===== config.mk =====
export PLATFORM = sky130hd
export DESIGN_NAME = tt_um_tkm_logic_unit
export DESIGN_NICKNAME = d
export VERILOG_FILES = /design/src/rtl/tkm_logic_pkg.sv /design/src/rtl/tkm_sync_edge.sv /design/src/rtl/tt_um_tkm_logic_unit.sv
export SDC_FILE = /design/constraint.sdc
export NUM_CORES = 1
export LEC_CHECK = 0
export ABC_AREA = 1
export BUFFER_PORTS_ARGS = -buffer_cell sky130_fd_sc_hd__buf_2
export CORE_AREA = 4 4 96 80
export DETAILED_ROUTE_END_ITERATION = 16
export DIE_AREA = 0 0 100 84
export PLACE_DENSITY_LB_ADDON = 0.2
export REMOVE_ABC_BUFFERS = 1
export SLEW_MARGIN = 20
export SYNTH_ARGS = -nofsm -noshare
export SYNTH_HDL_FRONTEND = slang
export SYNTH_SLANG_ARGS = --single-unit

===== constraint.sdc =====
create_clock -name clk -period 1.9 [get_ports clk]
set_input_delay 0.095 -clock clk [delete_from_list [all_inputs] [get_ports clk]]
set_output_delay 0.095 -clock clk [all_outputs]
set_load 0.1 [all_outputs]

===== src/rtl/tkm_logic_pkg.sv =====
// Purpose : shared op codes, FSM state type and uio pin indices for the TKM logic unit.
// Latency : n/a (constants only).
// Backpressure: n/a.
package tkm_logic_pkg;

   localparam logic [2:0] OP_AND  = 3'b000;
   localparam logic [2:0] OP_OR   = 3'b001;
   localparam logic [2:0] OP_XOR  = 3'b010;
   localparam logic [2:0] OP_NAND = 3'b011;
   localparam logic [2:0] OP_NOR  = 3'b100;
   localparam logic [2:0] OP_XNOR = 3'b101;
   localparam logic [2:0] OP_ADD  = 3'b110;
   localparam logic [2:0] OP_ACC  = 3'b111;

   typedef enum logic [1:0] {
      ST_IDLE = 2'd0,
      ST_EXEC = 2'd1,
      ST_DONE = 2'd2
   } state_t;

   // uio_in control bits
   localparam int UIO_OP_LSB = 0;
   localparam int UIO_LOAD_A = 3;
   localparam int UIO_LOAD_B = 4;
   localparam int UIO_GO     = 5;
   // uio_out status bits
   localparam int UIO_VALID  = 6;
   localparam int UIO_CARRY  = 7;

   localparam logic [7:0] UIO_OE_MASK = 8'hC0;

endpackage


===== src/rtl/tkm_sync_edge.sv =====
// Purpose : synchronise one asynchronous strobe pin and emit a 1-cycle pulse per rising edge.
// Latency : pulse appears SYNC_STAGES clock edges after the pin rises.
// Backpressure: none; a pin held high produces a single pulse.
// Ports   : clk, rst_n (async active-low), d (raw pin), pulse (1-cycle output).
module tkm_sync_edge #(
   parameter int SYNC_STAGES = 2
) (
   input  logic clk,
   input  logic rst_n,
   input  logic d,
   output logic pulse
);

   logic [SYNC_STAGES-1:0] sync_q;
   logic                   edge_q;

   always_ff @(posedge clk or negedge rst_n) begin
      if (!rst_n) begin
         sync_q <= '0;
         edge_q <= 1'b0;
      end else begin
         sync_q <= {sync_q[SYNC_STAGES-2:0], d};
         edge_q <= sync_q[SYNC_STAGES-1];
      end
   end

   // Edge flop clears on reset, so a pin held high through release still yields one pulse.
   assign pulse = sync_q[SYNC_STAGES-1] & ~edge_q;

endmodule


===== src/rtl/tt_um_tkm_logic_unit.sv =====
// Purpose : strobe-driven A/B logic/ADD/ACC unit; ui_in operand, uio_in control, uo_out result.
// Latency : result and valid visible 2 cycles after the internal go pulse.
// Backpressure: none; go during EXEC is dropped, ena=0 masks strobes and freezes all state.
// Ports   : clk, rst_n, ena, ui_in[7:0], uio_in[7:0] in; uo_out, uio_out {carry,valid}, uio_oe out.
module tt_um_tkm_logic_unit
   import tkm_logic_pkg::*;
#(
   parameter int WIDTH       = 8,
   parameter int SYNC_STAGES = 2
) (
   input  logic       clk,
   input  logic       rst_n,
   input  logic       ena,
   input  logic [7:0] ui_in,
   input  logic [7:0] uio_in,
   output logic [7:0] uo_out,
   output logic [7:0] uio_out,
   output logic [7:0] uio_oe
);

   logic             ld_a_raw, ld_b_raw, go_raw;
   logic             ld_a, ld_b, go;
   state_t           state_q, state_d;
   logic [2:0]       op_q;
   logic [WIDTH-1:0] a_q, b_q, res_q;
   logic             carry_q;
   logic             valid, exec_fire, op_capture;
   logic [WIDTH:0]   sum;
   logic [WIDTH-1:0] alu_res;
   logic             alu_carry;
   logic             unused_pins;

   tkm_sync_edge #(.SYNC_STAGES(SYNC_STAGES)) u_sync_ld_a (
      .clk(clk), .rst_n(rst_n), .d(uio_in[UIO_LOAD_A]), .pulse(ld_a_raw));
   tkm_sync_edge #(.SYNC_STAGES(SYNC_STAGES)) u_sync_ld_b (
      .clk(clk), .rst_n(rst_n), .d(uio_in[UIO_LOAD_B]), .pulse(ld_b_raw));
   tkm_sync_edge #(.SYNC_STAGES(SYNC_STAGES)) u_sync_go (
      .clk(clk), .rst_n(rst_n), .d(uio_in[UIO_GO]), .pulse(go_raw));

   // Synchronisers keep running while disabled so no stale edge fires on re-enable.
   assign ld_a = ld_a_raw & ena;
   assign ld_b = ld_b_raw & ena;
   assign go   = go_raw   & ena;

   // FSM: state register
   always_ff @(posedge clk or negedge rst_n) begin
      if (!rst_n) state_q <= ST_IDLE;
      else        state_q <= state_d;
   end

   // FSM: next state; go beats the load-triggered return to IDLE
   always_comb begin
      state_d = state_q;
      unique case (state_q)
         ST_IDLE: if (go) state_d = ST_EXEC;
         ST_EXEC: if (ena) state_d = ST_DONE;
         ST_DONE: begin
            if (go)               state_d = ST_EXEC;
            else if (ld_a | ld_b) state_d = ST_IDLE;
         end
         default: state_d = ST_IDLE;
      endcase
   end

   // FSM: outputs
   always_comb begin
      valid      = (state_q == ST_DONE);
      exec_fire  = (state_q == ST_EXEC) && ena;
      op_capture = go && (state_q != ST_EXEC);
   end

   // EXEC sees A/B as registered, so go-cycle loads count and EXEC-cycle loads wait.
   always_comb begin
      sum       = {1'b0, a_q} + {1'b0, b_q};
      alu_carry = 1'b0;
      unique case (op_q)
         OP_AND:  alu_res = a_q & b_q;
         OP_OR:   alu_res = a_q | b_q;
         OP_XOR:  alu_res = a_q ^ b_q;
         OP_NAND: alu_res = ~(a_q & b_q);
         OP_NOR:  alu_res = ~(a_q | b_q);
         OP_XNOR: alu_res = ~(a_q ^ b_q);
         OP_ADD: begin
            alu_res   = sum[WIDTH-1:0];
            alu_carry = sum[WIDTH];
         end
         default: alu_res = res_q ^ a_q;
      endcase
   end

   always_ff @(posedge clk or negedge rst_n) begin
      if (!rst_n) begin
         a_q     <= '0;
         b_q     <= '0;
         op_q    <= OP_AND;
         res_q   <= '0;
         carry_q <= 1'b0;
      end else begin
         if (ld_a)       a_q  <= ui_in[WIDTH-1:0];
         if (ld_b)       b_q  <= ui_in[WIDTH-1:0];
         if (op_capture) op_q <= uio_in[UIO_OP_LSB +: 3];
         if (exec_fire) begin
            res_q   <= alu_res;
            carry_q <= alu_carry;
         end
      end
   end

   always_comb begin
      uo_out               = '0;
      uo_out[WIDTH-1:0]    = res_q;
      uio_out              = '0;
      uio_out[UIO_VALID]   = valid;
      uio_out[UIO_CARRY]   = carry_q;
      uio_oe               = UIO_OE_MASK;
   end

   // Upper operand bits and uio_in[7:6] are intentionally ignored.
   assign unused_pins = &{1'b0, ui_in, uio_in[7:6]};

endmodule


==> summary.md <==
| Metric | Value |
|---|---|
| Status | `completed` |
| Max cap viols | `0` |
| Share of cells above drive strength 1 | `14.00%` |
| CTS HTree Levels | `2` |
| WL final | `6.256 mm` |
| DIE WIDTH | `100 microns` |
| Ys flop type | `dfrtp_1` |
| Largest family of logic cells by synthesized area | `simple AND/OR/NAND/NOR gates` |
| Synthesis warning total | `0` |
| Post-Synth XOR/XNOR Area | `2.359%` |
| Initial DRT Pass Iterations | `5` |
| Min-delay src | `uio_in[2]` |
| Vias per inst | `4.684` |
| Clk sinks | `39` |
| # IOs | `43` |
| PwrDens | `1258 nW/um^2` |
| WP data required | `2100 ps` |
| Max Root-Sink Buffers | `2` |
| Worst Hold Class | `in -> reg` |
| RSZ-0062 raised after global routing | `false` |
| Final setup violation count | `0` |
| CTS tree | `built` |
| Slew @ Worst Pin | `591.2 ps` |
| Core Region | `6723 sq um` |
| Largest area contributor in the netlist | `dfrtp_1` |
| Crit Path Max Fanout | `4` |
| First-pass GRT wire length | `10.87 mm` |
| Post-route ant nets | `0` |
| Area share of the largest cell type after synthesis | `37.55%` |
| Dominant cells by area after synthesis | `dfrtp_1 (38%), nand2_1 (16%), ha_1 (8.2%), inv_1 (7.7%), buf_4 (4.6%)` |
| Vias in the first global route | `2216` |
| CP Data Arrival Time | `1930 ps` |
| Final min period | `1730 ps` |
| Top-count cell post-synth | `nand2_1` |
| Ratio of final minimum period to clock period | `91.04%` |
| Cells after Synth | `366` |
| Crit Reg-Reg Startpoint | `a_q[1]` |
| Worst setup EP type | `flop` |
| Sum of negative setup slack | `0 ps` |
| All-Layer GR Usage | `16.25%` |
| Routed length per instance | `12.85 microns` |
| Routability cong. | `0.9184` |
| Final hold viol count | `0` |
| Max-slew headroom | `60.49%` |
| Synth Area in Simple Gates | `25.47%` |
| Synth cell count leaders | `nand2_1 (113), inv_1 (53), dfrtp_1 (39)` |
| Layout Utilization | `43.68%` |
| TritonCTS buffer count | `5` |
| Sequential share of the synthesized area | `37.55%` |
| Row Count | `27` |
| Yosys reg bits | `39` |
| Non-Filler Cell Area, Final | `2937 sq um` |
| CP Launch Type | `flop` |
| Clock Latency Late Sink | `300 ps` |
| Clk slew on worst S/H paths | `90 ps` |
| Post-synthesis mux area share | `0%` |
| DRC viols | `0` |
| Initial DRC count | `277` |
| GR Overflow Total | `0` |
| Starting density of the core | `38.66%` |
| Antenna violations before repair | `0` |
| Max-slew violation count | `0` |
| Critical Path Source | `a_q[1]` |
| Worst VDD drop | `0.5457 mV` |
| Pwr Total | `3.696 mW` |
| Antenna cells | `0` |
| Detailed Place HPWL | `4.619 mm` |
| Area Overhead vs Synth | `13.00%` |
| Fin worst setup slack | `170.3 ps` |
| Max Clock Freq | `578.1 MHz` |
| PortBufs | `26` |
| Post-synth cell types | `27` |
| Compound-Gate Fraction of Synth Area | `11.46%` |
| Cell Area, Placed | `2779 sq um` |
| Routed vias | `2281` |
| Leakage | `1.580 nW` |
| Die ar. | `8400 sq um` |
| EDFF count, synth | `0` |
| Dpl ws | `173.7 ps` |
| Largest net degree at the start of global routing | `22` |
| Die height | `84 microns` |
| Post-Synth Adder-Cell Area | `8.185%` |
| Netlist Area Pre-Place | `2599 sq um` |
| Ys async rst share | `100.0%` |
| Setup Skew | `5.885 ps` |
| Mapped Avg Cell Area | `7.100 sq um` |
| Clock root cell | `clkbuf_8` |
| Final net count | `435` |
| Setup CP Type | `reg -> reg` |
critical path, stage by stage, from the launching register on:
cell      delay (ps)
dfrtp_1          420
inv_1             60
ha_1             350
nand2_1           70
nand2_1          100
inv_1             70
o21bai_1         190
nand2_1           80
a21oi_1          120
nand2_1           60
nand2_1           60
nand2_1           40
through the flow:
step | hold slack, ps | std cells
2_1_floorplan | -200.6 | 357
3_3_place_gp | 65.80 | 475
3_5_place_dp | 85.14 | 475
4_1_cts | 32.11 | 487
5_1_grt | 36.81 | 487
6_report | 33.05 | 487
power breakdown:
group	total [mW]	internal, mW	switching (mW)
registers	1.15	0.989	0.157
logic	1.82	0.446	1.38
clock network	0.726	0.396	0.330
total	3.70	1.83	1.87
per-layer routing:
layer / vias up / part of all wire (%) / global-route usage, %
li1: 1173 / - / -
met1: 1046 / 51 / 23.62
met2: 57 / 42 / 24.35
met3: 5 / 5.7 / 3.342
met4: 0 / 0.90 / 4.406
met5: - / 0 / 0
layout make-up:
cell class	count	area, sq um
tap	87	108.9
clock buffer	5	68.82
multi-input combinational	254	1289
timing repair buffer	35	207.7
inverter	64	240.2
sequential	39	975.9
clock inverter	3	46.29
fill	729	3786
repair_timing:
action	CTS	global route
gates resized for setup	0	1
hold buffers	4	0
endpoints found under the setup margin	0	1
setup buffers	0	0
hold endpoints to repair	21	0
registers in the layout, summed over array words and instances, names as in the netlist:
name                cells
u_sync_go.edge_q        1
u_sync_ld_a.edge_q      1
op_q                    3
u_sync_ld_a.sync_q      2
carry_q                 1
b_q                     8
u_sync_ld_b.sync_q      2
u_sync_go.sync_q        2
uo_out                  8
a_q                     8
u_sync_ld_b.edge_q      1
state_q                 2
cell usage in the layout, fill, tap and decap left out, drive strengths merged:
cell type    instances
a21oi               11
or2                  1
a31oi                7
nor3                 1
dlygate4sd3          4
o211ai               4
nand3b               1
dfrtp               39
xor2                 1
nor2                24
xnor2                6
nand2              114
o21bai               1
nand4                4
bufinv               1
conb                14
clkbuf               5
o22ai                1
inv                 65
ha                  17
clkinvlp             1
o21ai               31
buf                 31
nand3               16
worst paths after layout:
check,endpoint,slack (ps),cells after the start
max reg2reg,uo_out[4],170,11
min reg2reg,u_sync_ld_a.sync_q[1],350,0
max,uo_out[4],170,11
max in group asynchronous,a_q[3],1000,3
min in group asynchronous,a_q[0],270,2
min,op_q[2],30,3
cell families after synthesis:
kind of cell               after synthesis
buffers and inverters                   85
AOI/OAI and AO/OA                       55
xor gates and xnor gates                 7
and+or+nand+nor                        161
other                                    2
adders and majority gates               17
DFF                                     39
Power figures use the tool's default switching activity.
